## src/rtl/img_pkg.sv

```systemverilog
//==============================================================================
// img_pkg - shared sequencer state encoding, image layout constants, helpers.
// Rev 1.0
//==============================================================================
`default_nettype none

package img_pkg;

  typedef enum logic [2:0] {
    ST_IDLE    = 3'd0,
    ST_ARM     = 3'd1,
    ST_SYNC    = 3'd2,
    ST_CAPTURE = 3'd3,
    ST_DONE    = 3'd4
  } state_t;

  localparam int c_hdr_bytes = 54;
  localparam int c_bpp       = 3;
  localparam int c_cnt_w     = 11;

  localparam logic [c_cnt_w-1:0] c_cnt_max = '1;

  function automatic logic [c_cnt_w-1:0] f_sat_inc(input logic [c_cnt_w-1:0] v);
    return (v == c_cnt_max) ? v : v + 1'b1;
  endfunction

endpackage

`default_nettype wire

```

## src/rtl/cap_addr_gen.sv

```systemverilog
//==============================================================================
// cap_addr_gen - registered byte address of a pixel in a bottom-up BGR image.
// Rev 1.0
//==============================================================================
`default_nettype none

module cap_addr_gen
  import img_pkg::*;
#(
  parameter int H_ACTIVE  = 800,
  parameter int V_ACTIVE  = 480,
  parameter int HDR_BYTES = c_hdr_bytes
) (
  input  logic               clk,
  input  logic               rst_n,
  input  logic               i_en,
  input  logic [c_cnt_w-1:0] i_line,
  input  logic [c_cnt_w-1:0] i_pix,
  output logic [31:0]        o_addr
);

  localparam logic [31:0] c_last_row  = 32'(V_ACTIVE - 1);
  localparam logic [31:0] c_row_bytes = 32'(H_ACTIVE * c_bpp);
  localparam logic [31:0] c_pix_bytes = 32'(c_bpp);
  localparam logic [31:0] c_hdr       = 32'(HDR_BYTES);

  logic [31:0] w_addr;
  logic [31:0] r_addr;

  // Line 0 is stored last: the image file is written bottom row first.
  always_comb begin
    w_addr = (c_last_row - 32'(i_line)) * c_row_bytes + 32'(i_pix) * c_pix_bytes + c_hdr;
  end

  always_ff @(posedge clk or negedge rst_n) begin
    if (!rst_n) begin
      r_addr <= '0;
    end else if (i_en) begin
      r_addr <= w_addr;
    end
  end

  assign o_addr = r_addr;

endmodule

`default_nettype wire

```

## src/rtl/frame_seq_ctrl.sv

```systemverilog
//==============================================================================
// frame_seq_ctrl - camera capture sequencer: arms sensor, counts frames, writes pixels.
// Rev 1.0
//==============================================================================
`default_nettype none

module frame_seq_ctrl
  import img_pkg::*;
#(
  parameter int H_ACTIVE  = 800,
  parameter int V_ACTIVE  = 480,
  parameter bit VS_POL    = 1'b0,
  parameter int HDR_BYTES = c_hdr_bytes
) (
  input  logic        clk,
  input  logic        rst_n,
  input  logic        start,
  input  logic        stop,
  input  logic [7:0]  frame_num,
  input  logic        cmos_vsync,
  input  logic        cmos_href,
  output logic        cam_rst_n,
  output logic        cap_we,
  output logic [31:0] cap_addr,
  output logic [7:0]  frame_cnt,
  output logic        busy,
  output logic        done,
  output logic        err
);

  localparam logic [c_cnt_w-1:0] c_h = c_cnt_w'(H_ACTIVE);
  localparam logic [c_cnt_w-1:0] c_v = c_cnt_w'(V_ACTIVE);

  state_t             r_state;
  state_t             w_next;
  logic               r_vs_d;
  logic               r_href_d;
  logic               r_stop_pend;
  logic [7:0]         r_fnum;
  logic [7:0]         r_fcnt;
  logic               r_err;
  logic               r_we;
  logic [c_cnt_w-1:0] r_pix;
  logic [c_cnt_w-1:0] r_line;

  logic w_vs_start;
  logic w_href_rise;
  logic w_href_fall;
  logic w_cap_act;
  logic w_in_img;
  logic w_pix_wr;
  logic w_frame_end;
  logic w_last;
  logic w_run;

  assign w_vs_start  = (r_vs_d == ~VS_POL) && (cmos_vsync == VS_POL);
  assign w_href_rise = cmos_href && !r_href_d;
  assign w_href_fall = !cmos_href && r_href_d;
  // The href rising cycle seen in SYNC is already pixel 0 of line 0.
  assign w_cap_act   = (r_state == ST_CAPTURE) || ((r_state == ST_SYNC) && w_href_rise);
  assign w_in_img    = (r_line < c_v);
  assign w_pix_wr    = w_cap_act && cmos_href && w_in_img;
  assign w_frame_end = (r_state == ST_CAPTURE) && w_vs_start;
  assign w_last      = (r_fnum != 8'd0) && ((r_fcnt + 8'd1) == r_fnum);
  assign w_run       = (r_state == ST_ARM) || (r_state == ST_SYNC) || (r_state == ST_CAPTURE);

  always_comb begin
    w_next    = r_state;
    cam_rst_n = 1'b0;
    busy      = 1'b1;
    done      = 1'b0;
    case (r_state)
      ST_IDLE: begin
        busy = 1'b0;
        if (start) w_next = ST_ARM;
      end
      ST_ARM: begin
        cam_rst_n = 1'b1;
        if (stop)            w_next = ST_DONE;
        else if (w_vs_start) w_next = ST_SYNC;
      end
      ST_SYNC: begin
        cam_rst_n = 1'b1;
        if (stop)             w_next = ST_DONE;
        else if (w_href_rise) w_next = ST_CAPTURE;
      end
      ST_CAPTURE: begin
        cam_rst_n = 1'b1;
        if (w_frame_end && (w_last || stop || r_stop_pend)) w_next = ST_DONE;
      end
      ST_DONE: begin
        done   = 1'b1;
        w_next = ST_IDLE;
      end
      default: w_next = ST_IDLE;
    endcase
  end

  always_ff @(posedge clk or negedge rst_n) begin
    if (!rst_n) begin
      r_state     <= ST_IDLE;
      r_vs_d      <= VS_POL;
      r_href_d    <= 1'b0;
      r_stop_pend <= 1'b0;
      r_fnum      <= '0;
      r_fcnt      <= '0;
      r_err       <= 1'b0;
      r_we        <= 1'b0;
      r_pix       <= '0;
      r_line      <= '0;
    end else begin
      r_state  <= w_next;
      r_vs_d   <= cmos_vsync;
      r_href_d <= cmos_href;
      r_we     <= w_pix_wr;

      if ((r_state == ST_IDLE) && start) begin
        r_fcnt      <= '0;
        r_err       <= 1'b0;
        r_fnum      <= frame_num;
        r_stop_pend <= 1'b0;
      end

      if (w_run && stop) r_stop_pend <= 1'b1;

      if (r_state == ST_ARM) begin
        r_pix  <= '0;
        r_line <= '0;
      end

      if (w_cap_act) begin
        if (cmos_href) begin
          if (!w_in_img) r_err <= 1'b1;
          r_pix <= f_sat_inc(r_pix);
        end else if (w_href_fall) begin
          if (r_pix != c_h) r_err <= 1'b1;
          r_pix  <= '0;
          r_line <= f_sat_inc(r_line);
        end
        if (w_frame_end) begin
          if (r_line != c_v) r_err <= 1'b1;
          r_fcnt <= r_fcnt + 8'd1;
          r_line <= '0;
        end
      end
    end
  end

  cap_addr_gen #(
    .H_ACTIVE  (H_ACTIVE),
    .V_ACTIVE  (V_ACTIVE),
    .HDR_BYTES (HDR_BYTES)
  ) u_addr_gen (
    .clk    (clk),
    .rst_n  (rst_n),
    .i_en   (w_pix_wr),
    .i_line (r_line),
    .i_pix  (r_pix),
    .o_addr (cap_addr)
  );

  assign cap_we    = r_we;
  assign frame_cnt = r_fcnt;
  assign err       = r_err;

endmodule

`default_nettype wire

```

## config.mk

```make
export PLATFORM = sky130hd
export DESIGN_NAME = frame_seq_ctrl
export DESIGN_NICKNAME = d
export VERILOG_FILES = /design/src/rtl/img_pkg.sv /design/src/rtl/cap_addr_gen.sv /design/src/rtl/frame_seq_ctrl.sv
export SDC_FILE = /design/constraint.sdc
export NUM_CORES = 1
export LEC_CHECK = 0
export CORE_ASPECT_RATIO = 1.1
export CORE_MARGIN = 4
export CORE_UTILIZATION = 60
export CTS_CLUSTER_SIZE = 10
export DETAILED_ROUTE_END_ITERATION = 8
export GPL_ROUTABILITY_DRIVEN = 0
export PLACE_DENSITY = 0.82
export RECOVER_POWER = 100
export SYNTH_ARGS = -nofsm -noshare
export SYNTH_HDL_FRONTEND = slang
export SYNTH_SLANG_ARGS = --single-unit
```

## constraint.sdc

```tcl
create_clock -name clk -period 8.2 [get_ports clk]
set_input_delay 1.64 -clock clk [delete_from_list [all_inputs] [get_ports clk]]
set_output_delay 1.64 -clock clk [all_outputs]
set_load 0.03 [all_outputs]
```

==> results.md, run 1 <==
* Outcome: finished with violations
* Failing checks: capacitance limit, slew limit
* Area growth, synth to finish at 14.8%
* Gate Count Post-Synth at 784
* Number of library cell types mapped by synthesis at 65
* Seq/Total Area, Yosys at 28.8%
* Height of the die at 119 um
* Clk_skew at 0.0108 ns
* CTS sink count at 78
* Clk slew on worst S/H paths at 0.06 ns
* Hpwl dp at 12.5 mm
* Top cells by area in the synthesized netlist: dfrtp_1, ha_1, fa_1
* Iter 0 DRT Violations at 403
* Global-route wire length before repair at 27.1 mm
* Worst setup EP type: flop
* Async set-or-reset flop fraction in the synthesized netlist at 100%
* Crit path DAT at 6.37 ns
* Cell mode on critical path: ha_1
* Syn_nets at 910
* Buffers added on ports at 58
* H-tree depth at 3
* Largest net degree at the start of global routing at 79
* Final Hold Fails at 0
* Die X at 109 um
* Via density per instance at 5.92
* I/O pin count at 59
* Ant. Diodes at 0
* Max FO, Critical Path at 11
* Max Freq at 0.161 GHz
* GRT Total Usage at 25.9%
* RSZ-0062 raised after global routing: false
* Cell accounting for the most synthesized area: dfrtp_1
* Setup TNS at 0 ns
* Antenna-violating nets left at 0
* Number of max-cap violations at 2
* Yosys warns at 0
* Clk_lat worst skew at 0.35 ns
* Syn_area_per_cell at 8.63 um^2
* CP required at 8.37 ns
* Initial antenna violation count at 0
* Actual slew at the worst max-slew pin at 4.16 ns
* Slowest cell on crit path: fa_1
* DRT Wirelength at 16.1 mm
* Setup violators final at 0
* Vias after detailed routing at 5862
* Cts-stage hold buffer count at 0
* Nets at 964
* CTS tree: done
* Pwr/cell area at 215 mW/mm^2
* Delay of the slowest critical-path stage at 0.51 ns
* Layout cells sized above 1 at 3.80%
* Total setup buffers inserted after CTS at 0
* Post-synth top flop: dfrtp_1
* TritonCTS Buffers at 9
* CP cell instances: ha_1, and3_1, nor3_1, clkbuf_1, inv_1, ha_1, ha_1, fa_1, inv_1, fa_1, inv_1, ha_1, or2_2, a21oi_1, a31oi_1, xnor2_1, a2111o_1, or4_1, xnor2_1, o21ai_1
* Leakage power at 3.88 nW
* PnR Total Power at 1.67 mW
* DIE AREA at 0.0130 mm^2
* Seq cells post-synth at 78
* Maximum root-to-sink buffer count at 2
* Post-CTS Resized at 0
* CTS root buffer: clkbuf_16
* Most common cell after layout, fill and taps aside: nand2_1
* Final worst path period need at 6.20 ns
* DRC viols at 0
* Row count at 40
* Gr ovfl total at 0
* Final worst-path cycle share at 75.6%
* Post-synth EDFFs at 0
* CP Class: reg2reg
* Worst min path class: reg2reg
* Vias in the first global route at 5844
* Commonest cells after routing, fill and taps aside: nand2_1, inv_1, ha_1, dfrtp_1, o21ai_0
* Slew HR at -177%
* Top-area cell type share of the netlist area at 28.8%
* Core area at 0.0110 mm^2
* Mapped Area at 0.00677 mm^2
* Initial Utilization at 61.7%
* Peak supply drop at 0.176 mV
* Drt wl/cell at 16.2 um
* Slew Viols, Final at 135
* First drt pass iteration count at 5
* CP Launch Type: flop
[kinds of logic after synthesis]
kind of cell | count (synthesis) | share of synthesized area (%)
mux | 3 | 0.462
xor+xnor | 49 | 6.34
fa+ha+maj | 112 | 23.4
flops | 78 | 28.8
simple gates | 259 | 18.5
compound gates | 174 | 16.1
buf+inv | 109 | 6.32
[cell usage after synthesis, drive strengths merged (7+ instances only)]
| master | n |
|---|---|
| a21o | 7 |
| nor3 | 15 |
| a21oi | 40 |
| nand2b | 8 |
| fa | 24 |
| clkbuf | 16 |
| xnor2 | 28 |
| xor2 | 21 |
| ha | 88 |
| nand3 | 25 |
| a211oi | 7 |
| dfrtp | 78 |
| a31oi | 16 |
| nand2 | 114 |
| and3 | 15 |
| inv | 91 |
| and2 | 15 |
| nor2 | 35 |
| o21ai | 64 |
[critical path: cells and delay by family (launching register included)]
kind / cells / cell delay [ns]
xor gates and xnor gates: 2 / 0.38
buffers and inverters: 4 / 0.80
DFF: 1 / 0.50
and+or+nand+nor: 4 / 1.20
adders and majority gates: 6 / 2.40
AOI/OAI and AO/OA: 4 / 0.75
[per-layer routing]
| metal | vias up | GRT usage (%) | wire length [um] |
|---|---|---|---|
| met5 | - | 0 | 0 |
| met4 | 0 | 11.6 | 569 |
| met3 | 46 | 4.07 | 855 |
| met2 | 206 | 43.7 | 8030 |
| met1 | 2810 | 32.2 | 6630 |
| li1 | 2800 | - | - |
[final cells by class]
class,count,area [um^2]
Inverter,91,342
Tap cell,147,184
Sequential cell,78,1950
Timing Repair Buffer,61,586
Fill cell,804,3190
Multi-Input combinational cell,597,4380
Clock buffer,10,229
Clock inverter,6,95.1
[power by group]
part | switching (mW) | total (mW) | internal [mW]
combinational | 0.440 | 0.700 | 0.259
clock | 0.172 | 0.442 | 0.269
sequential | 0.0683 | 0.526 | 0.458
[path summary, 6_finish.rpt]
path | from | to | slack, ns | depth (start not counted)
max | r_line[5] | u_addr_gen.o_addr[23] | 2.00 | 20
min | u_addr_gen.o_addr[12] | u_addr_gen.o_addr[12] | 0.47 | 2
max reg2reg | r_line[5] | u_addr_gen.o_addr[23] | 2.00 | 20
min reg2reg | u_addr_gen.o_addr[12] | u_addr_gen.o_addr[12] | 0.47 | 2
max in group asynchronous | rst_n | r_line[5] | 3.11 | 1
min in group asynchronous | rst_n | frame_cnt[2] | 2.75 | 1
[registers in the layout (all words and copies together), names as in the netlist]
name and count:
cap_we 1, r_fnum 8, u_addr_gen.o_addr 32, r_line 11
r_stop_pend 1, frame_cnt 8, r_vs_d 1, r_state 3
r_pix 11, err 1, r_href_d 1
[stage by stage]
stage | hold WS, ns | utilization (%) | cells | cell area (um^2) | setup slack (ns)
floorplan | 0.463 | - | 784 | 6770 | 2.16
global placement | 0.457 | 68.1 | 974 | 7470 | 2.59
detailed placement | 0.460 | 68.1 | 974 | 7470 | 2.42
CTS | 0.473 | 71.1 | 990 | 7790 | 2.40
global route | 0.489 | 70.9 | 990 | 7770 | 1.65
finish | 0.469 | 70.9 | 990 | 7770 | 2.00
Note: power is estimated with default switching activity, not from simulation.
==> inputs of run 2 (changes only) <==
clock period = 5.9 ns   (was 8.2 ns; I/O delays follow)
==> run 2 against run 1 <==
The run still ends with capacitance limit, slew limit left. Register-to-register slack got worse by 1.7 ns. Combinational power is 37% higher. Non-clock buffer count rose by 3. Final cell count rose by 0.20%. Via count hardly changed. Die area unchanged. Clock-buffer cell count unchanged. Total power up 34%. Maximum frequency grew 10%. Utilization grew 0.11 points. Flip-flop and latch count unchanged.
==> results.md, run 2 (same netlist as run 1, synthesis figures left out) <==
* Crit. Startpoint: r_line[6]
* Max Freq at 0.177 GHz
* GRT Total Usage at 25.0%
* First drt pass iteration count at 5
* Clk slew on worst S/H paths at 0.06 ns
* DIE AREA at 0.0130 mm^2
* Max FO, Critical Path at 6
* PnR Total Power at 2.24 mW
* Ant. Diodes at 0
* Die X at 109 um
* Number of max-cap violations at 1
* CTS sink count at 78
* Final Hold Fails at 0
* CP required at 6.09 ns
* Vias in the first global route at 5886
* Clock power frac at 24.7%
* Actual slew at the worst max-slew pin at 4.19 ns
* Row count at 40
* I/O pin count at 59
* Slew HR at -179%
* Most common cell after layout, fill and taps aside: nand2_1
* Outcome: finished with violations
* Crit path DAT at 5.82 ns
* Area of the multi-input gates at 0.00440 mm^2
* Worst setup EP type: flop
* Final non-filler cell total at 992
* Final worst-path cycle share at 95.5%
* Global-route wire length before repair at 26.6 mm
* Antenna-violating nets left at 0
* DRC viols at 0
* # fillers at 811
* CP Class: reg2reg
* Layout cells sized above 1 at 4.62%
* Buffers added on ports at 58
* Seq. cell area at 0.00195 mm^2
* Nets at 967
* DR top layer: met4
* Setup violators final at 0
* Hpwl dp at 11.9 mm
* Comb pwr share at 42.7%
* DRT Wirelength at 15.6 mm
* Vias after detailed routing at 5861
* Total setup buffers inserted after CTS at 0
* Routed wl met2 at 8.07 mm
* Flop-to-flop setup slack at 0.27 ns
* Placed Instances at 977
* Area growth, synth to finish at 15.0%
* Gr ovfl total at 0
* Clk_lat worst skew at 0.34 ns
* Pwr/cell area at 288 mW/mm^2
* Drt wl/cell at 15.8 um
* TritonCTS Buffers at 9
* Met1 wire length at 6.48 mm
* Maximum root-to-sink buffer count at 2
* Peak supply drop at 0.196 mV
* Failing checks: capacitance limit, slew limit
* Crit Reg-Reg Endpoint: u_addr_gen.o_addr[23]
* Leakage power at 3.90 nW
* Worst min path class: reg2reg
* Initial Utilization at 61.7%
* RSZ-0062 raised after global routing: false
* CTS root buffer: clkbuf_16
* Iter 0 DRT Violations at 364
* Sw Share at 41.0%
* P_int at 1.32 mW
* Clk_skew at 0.00876 ns
* Met3 WL at 763 um
* Worst flop-to-flop path startpoint: r_line[6]
* Critical path endpoint: u_addr_gen.o_addr[23]
* Final worst path period need at 5.63 ns
* H-tree depth at 3
* Commonest cells after routing, fill and taps aside: nand2_1, inv_1, ha_1, dfrtp_1, o21ai_0
* Via density per instance at 5.91
* Psw at 0.918 mW
* Slew Viols, Final at 79
* Largest net degree at the start of global routing at 79
* Core area at 0.0110 mm^2
* Height of the die at 119 um
* Sequential power share at 32.6%
* Setup TNS at 0 ns
* CP Launch Type: flop
* CTS tree: done
* Reg2Reg Depth at 18
* Number of flip-flops in the largest register at 32
* Initial antenna violation count at 0
-- run 2: worst min-delay path by stage --
stage,from,to,slack [ns],depth (start not counted)
after detailed placement,u_addr_gen.o_addr[12],u_addr_gen.o_addr[12],0.46,2
after global routing,u_addr_gen.o_addr[28],u_addr_gen.o_addr[28],0.49,1
after floorplan,r_pix[9],r_pix[9],0.46,2
final,u_addr_gen.o_addr[12],u_addr_gen.o_addr[12],0.46,2
after CTS,u_addr_gen.o_addr[12],u_addr_gen.o_addr[12],0.48,2
after global placement,u_addr_gen.o_addr[12],u_addr_gen.o_addr[12],0.45,2
-- run 2: critical path: stages, from the launching register on --
cell      delay, ns
dfrtp_1        0.42
ha_1           0.27
and3_1         0.25
xnor2_2        0.24
inv_1          0.15
ha_1           0.30
ha_1           0.30
fa_1           0.57
fa_1           0.43
ha_1           0.36
nand2_2        0.10
o21ai_2        0.27
nand2_1        0.11
and3_1         0.17
or3_4          0.35
a2111o_1       0.46
or4_1          0.51
xnor2_1        0.15
o21ai_1        0.07
-- run 2: power by group through the flow --
stage / Clock [mW] / Sequential, mW / Combinational, mW
after global routing: 0.585 / 0.747 / 1.06
after CTS: 0.558 / 0.734 / 0.987
after detailed placement: 0 / 0.741 / 0.977
after floorplan: 0 / 0.820 / 0.581
after global placement: 0 / 0.735 / 0.946
final: 0.553 / 0.731 / 0.957
-- run 2: layout make-up --
| cell class | instances | area share [%] |
|---|---|---|
| Sequential cell | 78 | 25.1 |
| Clock inverter | 5 | 0.772 |
| Multi-Input combinational cell | 597 | 56.5 |
| Clock buffer | 10 | 2.94 |
| Timing Repair Buffer | 64 | 7.91 |
| Inverter | 91 | 4.39 |
| Tap cell | 147 | 2.36 |
-- run 2: routing by layer --
metal | vias up | track usage, %
met3 | 37 | 3.58
met1 | 2846 | 31.1
met5 | - | 0
met4 | 0 | 8.18
met2 | 178 | 44.0
li1 | 2800 | -
-- run 2: repair_timing --
item,4_1_cts,5_1_grt
setup endpoints to repair,0,2
gates resized for setup,0,2
hold buffers,0,0
-- run 2: stage by stage --
step	instance area [um^2]	hold slack, ns	utilization (%)	setup WS (ns)
detailed placement	7490	0.464	68.4	0.205
floorplan	6770	0.463	-	0.262
CTS	7780	0.476	71.0	0.192
global placement	7490	0.453	68.4	0.397
global route	7780	0.492	71.0	0.0210
finish	7780	0.463	71.0	0.266
